==> src/rtl/pipe_pkg.sv <==
// Shared pipeline definitions for the 5-stage core.
// Holds the hazard FSM state type and common constants.
package pipe_pkg;

  typedef enum logic {
    RUN,
    MDWAIT
  } state_t;

  localparam logic [4:0]  REG_ZERO  = 5'd0;
  localparam logic [31:0] NOP_INSTR = 32'h0000_0000;

endpackage

==> src/rtl/sat_counter.sv <==
// Saturating up-counter for pipeline performance events.
// Synchronous clear wins over increment; holds at all-ones.
module sat_counter #(
  parameter int W = 16
) (
  input  logic         clk,
  input  logic         clear,
  input  logic         inc,
  output logic [W-1:0] count
);

  // count qualifying cycles, stick at the maximum value
  always_ff @(posedge clk) begin
    if (clear) begin
      count <= '0;
    end else if (inc && (count != {W{1'b1}})) begin
      count <= count + W'(1);
    end
  end

endmodule

==> src/rtl/hazard_ctrl.sv <==
// Hazard and stall controller beside the ID stage.
// Load-use stalls, branch flushes, mult/div holds, perf counters.
module hazard_ctrl
  import pipe_pkg::*;
#(
  parameter int MULDIV_CYCLES = 4,
  parameter int CNT_W         = 16
) (
  input  logic             Clk,
  input  logic             Rst_n,
  input  logic [4:0]       ID_Rs,
  input  logic [4:0]       ID_Rt,
  input  logic             ID_UsesRt,
  input  logic             ID_MulDiv,
  input  logic             EX_MemRead,
  input  logic [4:0]       EX_WriteReg,
  input  logic             EX_BranchTaken,
  output logic             PCWrite,
  output logic             IF_ID_Write,
  output logic             IF_ID_Flush,
  output logic             ID_EX_Bubble,
  output logic             EX_Hold,
  output logic             Busy,
  output logic [CNT_W-1:0] StallCount,
  output logic [CNT_W-1:0] FlushCount
);

  localparam int MD_W = $clog2(MULDIV_CYCLES + 1);
  localparam logic [MD_W-1:0] MD_INIT =
    MD_W'(MULDIV_CYCLES - 1);
  localparam bit MD_WAIT = (MULDIV_CYCLES > 1);

  state_t          state;
  state_t          state_nx;
  logic [MD_W-1:0] md_cnt;
  logic [MD_W-1:0] md_cnt_nx;
  logic            lu;
  logic            stall_inc;
  logic            flush_inc;

  assign lu = EX_MemRead
    && (EX_WriteReg != REG_ZERO)
    && ((EX_WriteReg == ID_Rs)
      || (ID_UsesRt && (EX_WriteReg == ID_Rt)));

  // state, wait counter and registered busy flag
  always_ff @(posedge Clk) begin
    if (!Rst_n) begin
      state  <= RUN;
      md_cnt <= '0;
      Busy   <= 1'b0;
    end else begin
      state  <= state_nx;
      md_cnt <= md_cnt_nx;
      Busy   <= (state_nx == MDWAIT);
    end
  end

  // Mealy pipeline controls and next-state selection
  always_comb begin
    PCWrite      = 1'b1;
    IF_ID_Write  = 1'b1;
    IF_ID_Flush  = 1'b0;
    ID_EX_Bubble = 1'b0;
    EX_Hold      = 1'b0;
    state_nx     = state;
    md_cnt_nx    = md_cnt;
    stall_inc    = 1'b0;
    flush_inc    = 1'b0;
    if (!Rst_n) begin
      PCWrite      = 1'b0;
      IF_ID_Write  = 1'b0;
      IF_ID_Flush  = 1'b1;
      ID_EX_Bubble = 1'b1;
      state_nx     = RUN;
      md_cnt_nx    = '0;
    end else begin
      unique case (state)
        RUN: begin
          if (EX_BranchTaken) begin
            IF_ID_Flush  = 1'b1;
            ID_EX_Bubble = 1'b1;
            flush_inc    = 1'b1;
          end else if (lu) begin
            PCWrite      = 1'b0;
            IF_ID_Write  = 1'b0;
            ID_EX_Bubble = 1'b1;
            stall_inc    = 1'b1;
          end else if (ID_MulDiv && MD_WAIT) begin
            state_nx  = MDWAIT;
            md_cnt_nx = MD_INIT;
          end
        end
        MDWAIT: begin
          PCWrite     = 1'b0;
          IF_ID_Write = 1'b0;
          EX_Hold     = 1'b1;
          stall_inc   = 1'b1;
          md_cnt_nx   = md_cnt - MD_W'(1);
          if (md_cnt <= MD_W'(1)) begin
            state_nx  = RUN;
            md_cnt_nx = '0;
          end
        end
        default: begin
          state_nx  = RUN;
          md_cnt_nx = '0;
        end
      endcase
    end
  end

  sat_counter #(
    .W(CNT_W)
  ) u_stall_cnt (
    .clk  (Clk),
    .clear(!Rst_n),
    .inc  (stall_inc),
    .count(StallCount)
  );

  sat_counter #(
    .W(CNT_W)
  ) u_flush_cnt (
    .clk  (Clk),
    .clear(!Rst_n),
    .inc  (flush_inc),
    .count(FlushCount)
  );

endmodule

==> config.mk <==
export PLATFORM = sky130hd
export DESIGN_NAME = hazard_ctrl
export DESIGN_NICKNAME = d
export VERILOG_FILES = /design/src/rtl/pipe_pkg.sv /design/src/rtl/sat_counter.sv /design/src/rtl/hazard_ctrl.sv
export SDC_FILE = /design/constraint.sdc
export NUM_CORES = 1
export LEC_CHECK = 0
export ABC_AREA = 1
export BUFFER_PORTS_ARGS = -buffer_cell sky130_fd_sc_hd__buf_4
export CORE_MARGIN = 8
export CORE_UTILIZATION = 45
export CTS_BUF_LIST = sky130_fd_sc_hd__clkbuf_16
export DETAILED_ROUTE_END_ITERATION = 10
export PLACE_DENSITY = 0.79
export SLEW_MARGIN = 20
export SYNTH_ARGS = -nofsm -noshare
export SYNTH_HDL_FRONTEND = slang
export SYNTH_HIERARCHICAL = 1
export SYNTH_SLANG_ARGS = --single-unit
==> constraint.sdc <==
create_clock -name Clk -period 1.7 [get_ports Clk]
set_input_delay 0.17 -clock Clk [delete_from_list [all_inputs] [get_ports Clk]]
set_output_delay 0.17 -clock Clk [all_outputs]
set_load 0.02 [all_outputs]
==> results of run 1 <==
## routing by layer
| layer | wire length, µm | global-route usage |
|---|---|---|
| met5 | 0 | 0 |
| met4 | 75 | 0.0614 |
| met3 | 418 | 0.0390 |
| met2 | 2740 | 0.261 |
| met1 | 2690 | 0.177 |
## registers in the layout, indices dropped and copies added (netlist names)
| register | cells |
|---|---|
| u_stall_cnt/count | 16 |
| md_cnt | 3 |
| state | 1 |
| u_flush_cnt/count | 16 |
## final timing paths
check | startpoint | end | slack [ns] | depth (start not counted)
worst min-delay path | EX_BranchTaken | state | 0.25 | 4
worst max-delay path | state | u_flush_cnt/count[13] | 0.12 | 10
worst max register to register | state | u_flush_cnt/count[13] | 0.12 | 10
worst min register to register | md_cnt[2] | md_cnt[2] | 0.50 | 2
## Yosys cell counts
| library cell | number |
|---|---|
| xor2_1 | 1 |
| xnor2_1 | 1 |
| or2_1 | 1 |
| inv_1 | 37 |
| a31oi_1 | 2 |
| clkbuf_4 | 2 |
| ha_1 | 4 |
| dfxtp_1 | 36 |
| nor3_1 | 2 |
| nand3_1 | 27 |
| buf_2 | 2 |
| nor2_1 | 83 |
| nand4_1 | 7 |
| o21bai_1 | 1 |
| inv_2 | 6 |
| nand3_2 | 1 |
| nand2_2 | 7 |
| a21oi_2 | 3 |
| a21oi_1 | 15 |
| or2_0 | 2 |
| o21ai_0 | 1 |
| and2_1 | 1 |
| nor2_2 | 21 |
| buf_4 | 1 |
| nor2_4 | 4 |
| nand2_1 | 123 |
| nor2_8 | 2 |
## area by class of cell
cell class              count  area, µm²
clock inverters             2       7.51
multi-input cells         309       1460
fillers                   499       2070
repair buffers             64        480
flip-flops and latches     36        722
inverters                  43        161
well taps                  70       87.6
clock buffers               5        125
## cell families after synthesis
logic type,Yosys count
xor gates and xnor gates,2
buffers and inverters,48
adders and majority gates,4
AOI/OAI and AO/OA,22
and+or+nand+nor,281
DFF,36
## power by group through the flow
stage / combinational [W] / sequential [W] / clock, W
final: 0.000251 / 0.000871 / 0.000842
after global routing: 0.000281 / 0.000872 / 0.000907
after CTS: 0.000251 / 0.000870 / 0.000864
after detailed placement: 0.000250 / 0.000889 / 0
after global placement: 0.000241 / 0.000889 / 0
after floorplan: 0.000145 / 0.000896 / 0
## critical path: stages, from the launching register on
cell,delay (ns)
dfxtp_2,0.35
nor2_1,0.11
inv_1,0.07
nor2_1,0.10
buf_4,0.17
nand3_1,0.10
or2_0,0.21
nor2_1,0.15
nand3_1,0.10
nand2_1,0.08
nor2_1,0.05
## placed cells by master, fill, tap and decap left out, drive strengths merged, types with 2 or more instances in the layout
cell type / Yosys / routed
nand2: 130 / 130
nor2: 110 / 110
buf: 3 / 64
inv: 43 / 43
dfxtp: 36 / 36
nand3: 28 / 28
a21oi: 18 / 18
nand4: 7 / 7
clkbuf: 2 / 5
ha: 4 / 4
or2: 3 / 3
a31oi: 2 / 2
clkinv: 0 / 2
nor3: 2 / 2
## timing repair
item | in CTS | in global routing
resized for setup | 0 | 3
buffers inserted | 0 | 0
endpoints found under the hold margin | 0 | 0
endpoints found under the setup margin | 0 | 4
## through the flow
| step | total power [W] | TNS (ns) | util |
|---|---|---|---|
| floorplan | 0.00104 | 0 | - |
| global placement | 0.00113 | -0.0379 | 0.568 |
| detailed placement | 0.00114 | -0.418 | 0.568 |
| CTS | 0.00199 | 0 | 0.594 |
| global route | 0.00206 | -0.00129 | 0.595 |
| finish | 0.00196 | 0 | 0.595 |
==> results.cfg, run 1 <==
[sta]
hold_slack_ns = 0.252
fmax_ghz = 0.631
final_max_slew_viol_count = 0
setup_viol = 0
finalCriticalPeriod_ns = 1.58
worst_pin_slew_ns = 0.534
skew_ns = 0.00302
fin_crit_sh = 0.932
maxSlewHeadroom = 0.644
finalHoldViolCount = 0
fin_ws_ns = 0.116

[outcome]
status = finished clean

[routing]
drtAntennaViolNets = 0
drt_first_pass_iters = 5
drt_iter0_drc = 155
routed_wl_um = 5920
via_count = 2560
avgRoutedWirePerCell_um = 11.2
drcViolationCount = 0
vias_per_cell = 4.84

[clock_tree]
cts-root-buf = clkbuf_16
cts_buffers = 5
h-tree-depth = 2
insertion_delay_ns = 0.27
clockBufferDepth = 2
cts_sinks = 36
postCtsHoldBufs = 0
clk_pin_slew_ns = 0.05
cts_tree = built

[power_and_ir_drop]
cell_internal_pwr_w = 0.00149
seq_power_share = 0.443
switchingPower_w = 0.000473
power_frac_clock = 0.429
power_frac_comb = 0.128
p_leak_nw = 1.43
swShare = 0.241
power.density_nw_per_um2 = 646
ir_drop_mv = 0.432

[logic_synthesis]
synth_cell_types = 27
ys_ff_latch = 36
syn_area_per_cell_um2 = 6.02
synth_top_family_by_area = simple AND/OR/NAND/NOR gates
netlist_instances = 393
yosys.area_share.simple = 0.531
synth.cell_area_um2 = 2370
synth.area.top_cells = dfxtp_1 30%, nand2_1 20%, nor2_1 13%
yosysWarnings = 6
synth-adder-area-share = 0.0212
synthMuxAreaShare = 0
synth_top_area_cell = dfxtp_1
synth_compound_area_frac = 0.0534
synth_xor_area_frac = 0.00740
seq_area_frac_synth = 0.305
syn-num-nets = 418
netlist.area_leader.share = 0.305

[worst_setup_path]
crit_type = flop to flop
cp-end-kind = flop
cp.required_ns = 1.86
crit_path_start_kind = flop
arrival_ns = 1.75
crit_fanout = 8

[cells_and_area]
drive_gt1_frac = 0.253
antenna-diode-count = 0
syn_to_final_growth_pct = 28.5
stdcell_count = 529
layout.nets = 484
stdcell_area_um2 = 3040

[global_routing]
grt_pass1_vias = 2385
overflow = 0
grtUsageTotal = 0.153
grt_max_degree = 17
grt_pass1_wl_um = 9830
antenna_found_initial = 0

[place]
place_area_um2 = 2900
place_ws_ns = -0.116
dp_cells = 522
hpwlAfterDp_um = 4640
gp_congestion = 0.912
numPortBuffers = 58

[floorplanning]
core.rowCount = 26
initial_core_util = 0.463
die_area_um2 = 7830
dieHeight_um = 88.5
core_area_um2 = 5110
dieWidth_um = 88.5
io-pin-count = 59

[flow_run]
maxCapViolations = 0

[worst_hold_path]
hold_class = input pin to flop
Note: power is estimated with default switching activity, not from simulation.
==> inputs of run 2 (changes only) <==
clock period = 1.6 ns   (was 1.7 ns; I/O delays follow)
==> results.cfg, run 2 (synthesis results as in run 1) <==
[global_routing]
grt_pass1_vias = 2363
antenna_found_initial = 0
grtUsageTotal = 0.160
grt_pass1_wl_um = 10100
overflow = 0
grt_max_degree = 17

[worst_setup_path]
cp-end-kind = flop
crit_type = flop to flop
rr_worst_depth = 6
cp.required_ns = 1.77
worstReg2RegStart = u_stall_cnt/count[1]
crit_fanout = 7
arrival_ns = 1.66
r2r_end = u_stall_cnt/count[15]
r2r_slack_ns = 0.11
crit_path_start_kind = flop

[outcome]
status = finished clean

[floorplanning]
initial_core_util = 0.463
io-pin-count = 59
core_area_um2 = 5110
dieWidth_um = 88.5
core.rowCount = 26
dieHeight_um = 88.5
die_area_um2 = 7830

[cells_and_area]
reg.largest.list = u_flush_cnt/count: 16 flops, u_stall_cnt/count: 16 flops, md_cnt: 3 flops
regArea_um2 = 722
layout_commonest_cell = nand2_1
mostFrequentLayoutCells = 123 x nand2_1, 80 x nor2_1, 69 x buf_4
antenna-diode-count = 0
multi_input_area_um2 = 1480
layout.nets = 489
stdcell_area_um2 = 3110
n_fill_cell = 507
drive_gt1_frac = 0.269
syn_to_final_growth_pct = 31.3

[worst_hold_path]
hold_path_startpoint = EX_BranchTaken
whs_endpoint = state
holdPathStages = 4
hold_class = input pin to flop

[routing]
drt_first_pass_iters = 4
via_count = 2549
vias_per_cell = 4.77
drt_iter0_drc = 164
drtAntennaViolNets = 0
drcViolationCount = 0
avgRoutedWirePerCell_um = 11.5
routed_wl_um = 6120

[power_and_ir_drop]
ir_drop_mv = 0.373
cell_internal_pwr_w = 0.00159
power_frac_clock = 0.435
switchingPower_w = 0.000527
seq_power_share = 0.436
power_frac_comb = 0.129
swShare = 0.249
report.power.total_w = 0.00212
p_leak_nw = 1.45
power.density_nw_per_um2 = 682

[clock_tree]
clk_pin_slew_ns = 0.05
cts_tree = built
cts-root-buf = clkbuf_16
insertion_delay_ns = 0.28
h-tree-depth = 2
cts_buffers = 5
cts_sinks = 36
clockBufferDepth = 2

[sta]
setup_viol = 0
fmax_ghz = 0.671
finalCriticalPeriod_ns = 1.49
finalHoldViolCount = 0
maxSlewHeadroom = 0.656
worst_pin_slew_ns = 0.516
final_max_slew_viol_count = 0
skew_ns = 0.00313
rsz0062_at_grt = yes
fin_crit_sh = 0.931

[place]
hpwlAfterDp_um = 4700
numPortBuffers = 58
gp_congestion = 0.887
place_area_um2 = 2920

[flow_run]
maxCapViolations = 0
-- run 2: what timing repair did --
| item | in CTS | in global routing |
|---|---|---|
| setup buffers | 0 | 2 |
| resized for setup | 0 | 9 |
| hold buffers | 0 | 0 |
| setup endpoints to repair | 0 | 28 |
-- run 2: power groups by stage --
stage	sequential [W]	clock [W]	combinational (W)
2_1_floorplan	0.000952	0	0.000154
3_3_place_gp	0.000942	0	0.000262
3_5_place_dp	0.000943	0	0.000270
4_1_cts	0.000923	0.000936	0.000271
5_1_grt	0.000924	0.000981	0.000306
6_report	0.000923	0.000920	0.000273
-- run 2: routing by layer --
metal / vias to the layer above / global-route usage / routed length (µm)
met2: 63 / 0.265 / 2900
met1: 1125 / 0.185 / 2760
met5: - / 0 / 0
li1: 1352 / - / -
met4: 0 / 0.0860 / 93
met3: 9 / 0.0399 / 370
-- run 2: cell type report --
cell class / instances / share of cell area
Timing Repair Buffer: 69 / 0.167
Clock inverter: 2 / 0.00242
Sequential cell: 36 / 0.232
Multi-Input combinational cell: 309 / 0.478
Inverter: 43 / 0.0520
Tap cell: 70 / 0.0282
Clock buffer: 5 / 0.0403
-- run 2: worst max-delay path by stage --
stage                               startpoint                     to
after CTS                 u_flush_cnt/count[0]   u_flush_cnt/count[0]
after floorplan                 EX_WriteReg[3]  u_stall_cnt/count[13]
final                     u_stall_cnt/count[1]  u_stall_cnt/count[15]
after detailed placement        EX_WriteReg[4]  u_stall_cnt/count[13]
after global placement          EX_WriteReg[2]  u_stall_cnt/count[13]
after global routing            EX_WriteReg[3]  u_stall_cnt/count[13]
-- run 2: worst max-delay path, stage by stage (launching register included) --
cell and delay, ns:
dfxtp_1 0.36, ha_1 0.19, inv_1 0.07, nor2_4 0.16, nand4_1 0.30, a21oi_1 0.24
nor2_1 0.06
-- run 2: stage by stage --
stage               setup TNS [ns]  utilization  hold slack, ns  worst slack, ns  instances
CTS                              0        0.598           0.217           0.0507        532
detailed placement           -1.23        0.573           0.502           -0.187        525
floorplan                        0            -           0.387           0.0584        393
finish                           0        0.608           0.219            0.110        534
global placement            -0.356        0.573           0.489           -0.143        525
global route                -0.163        0.608           0.250          -0.0566        534
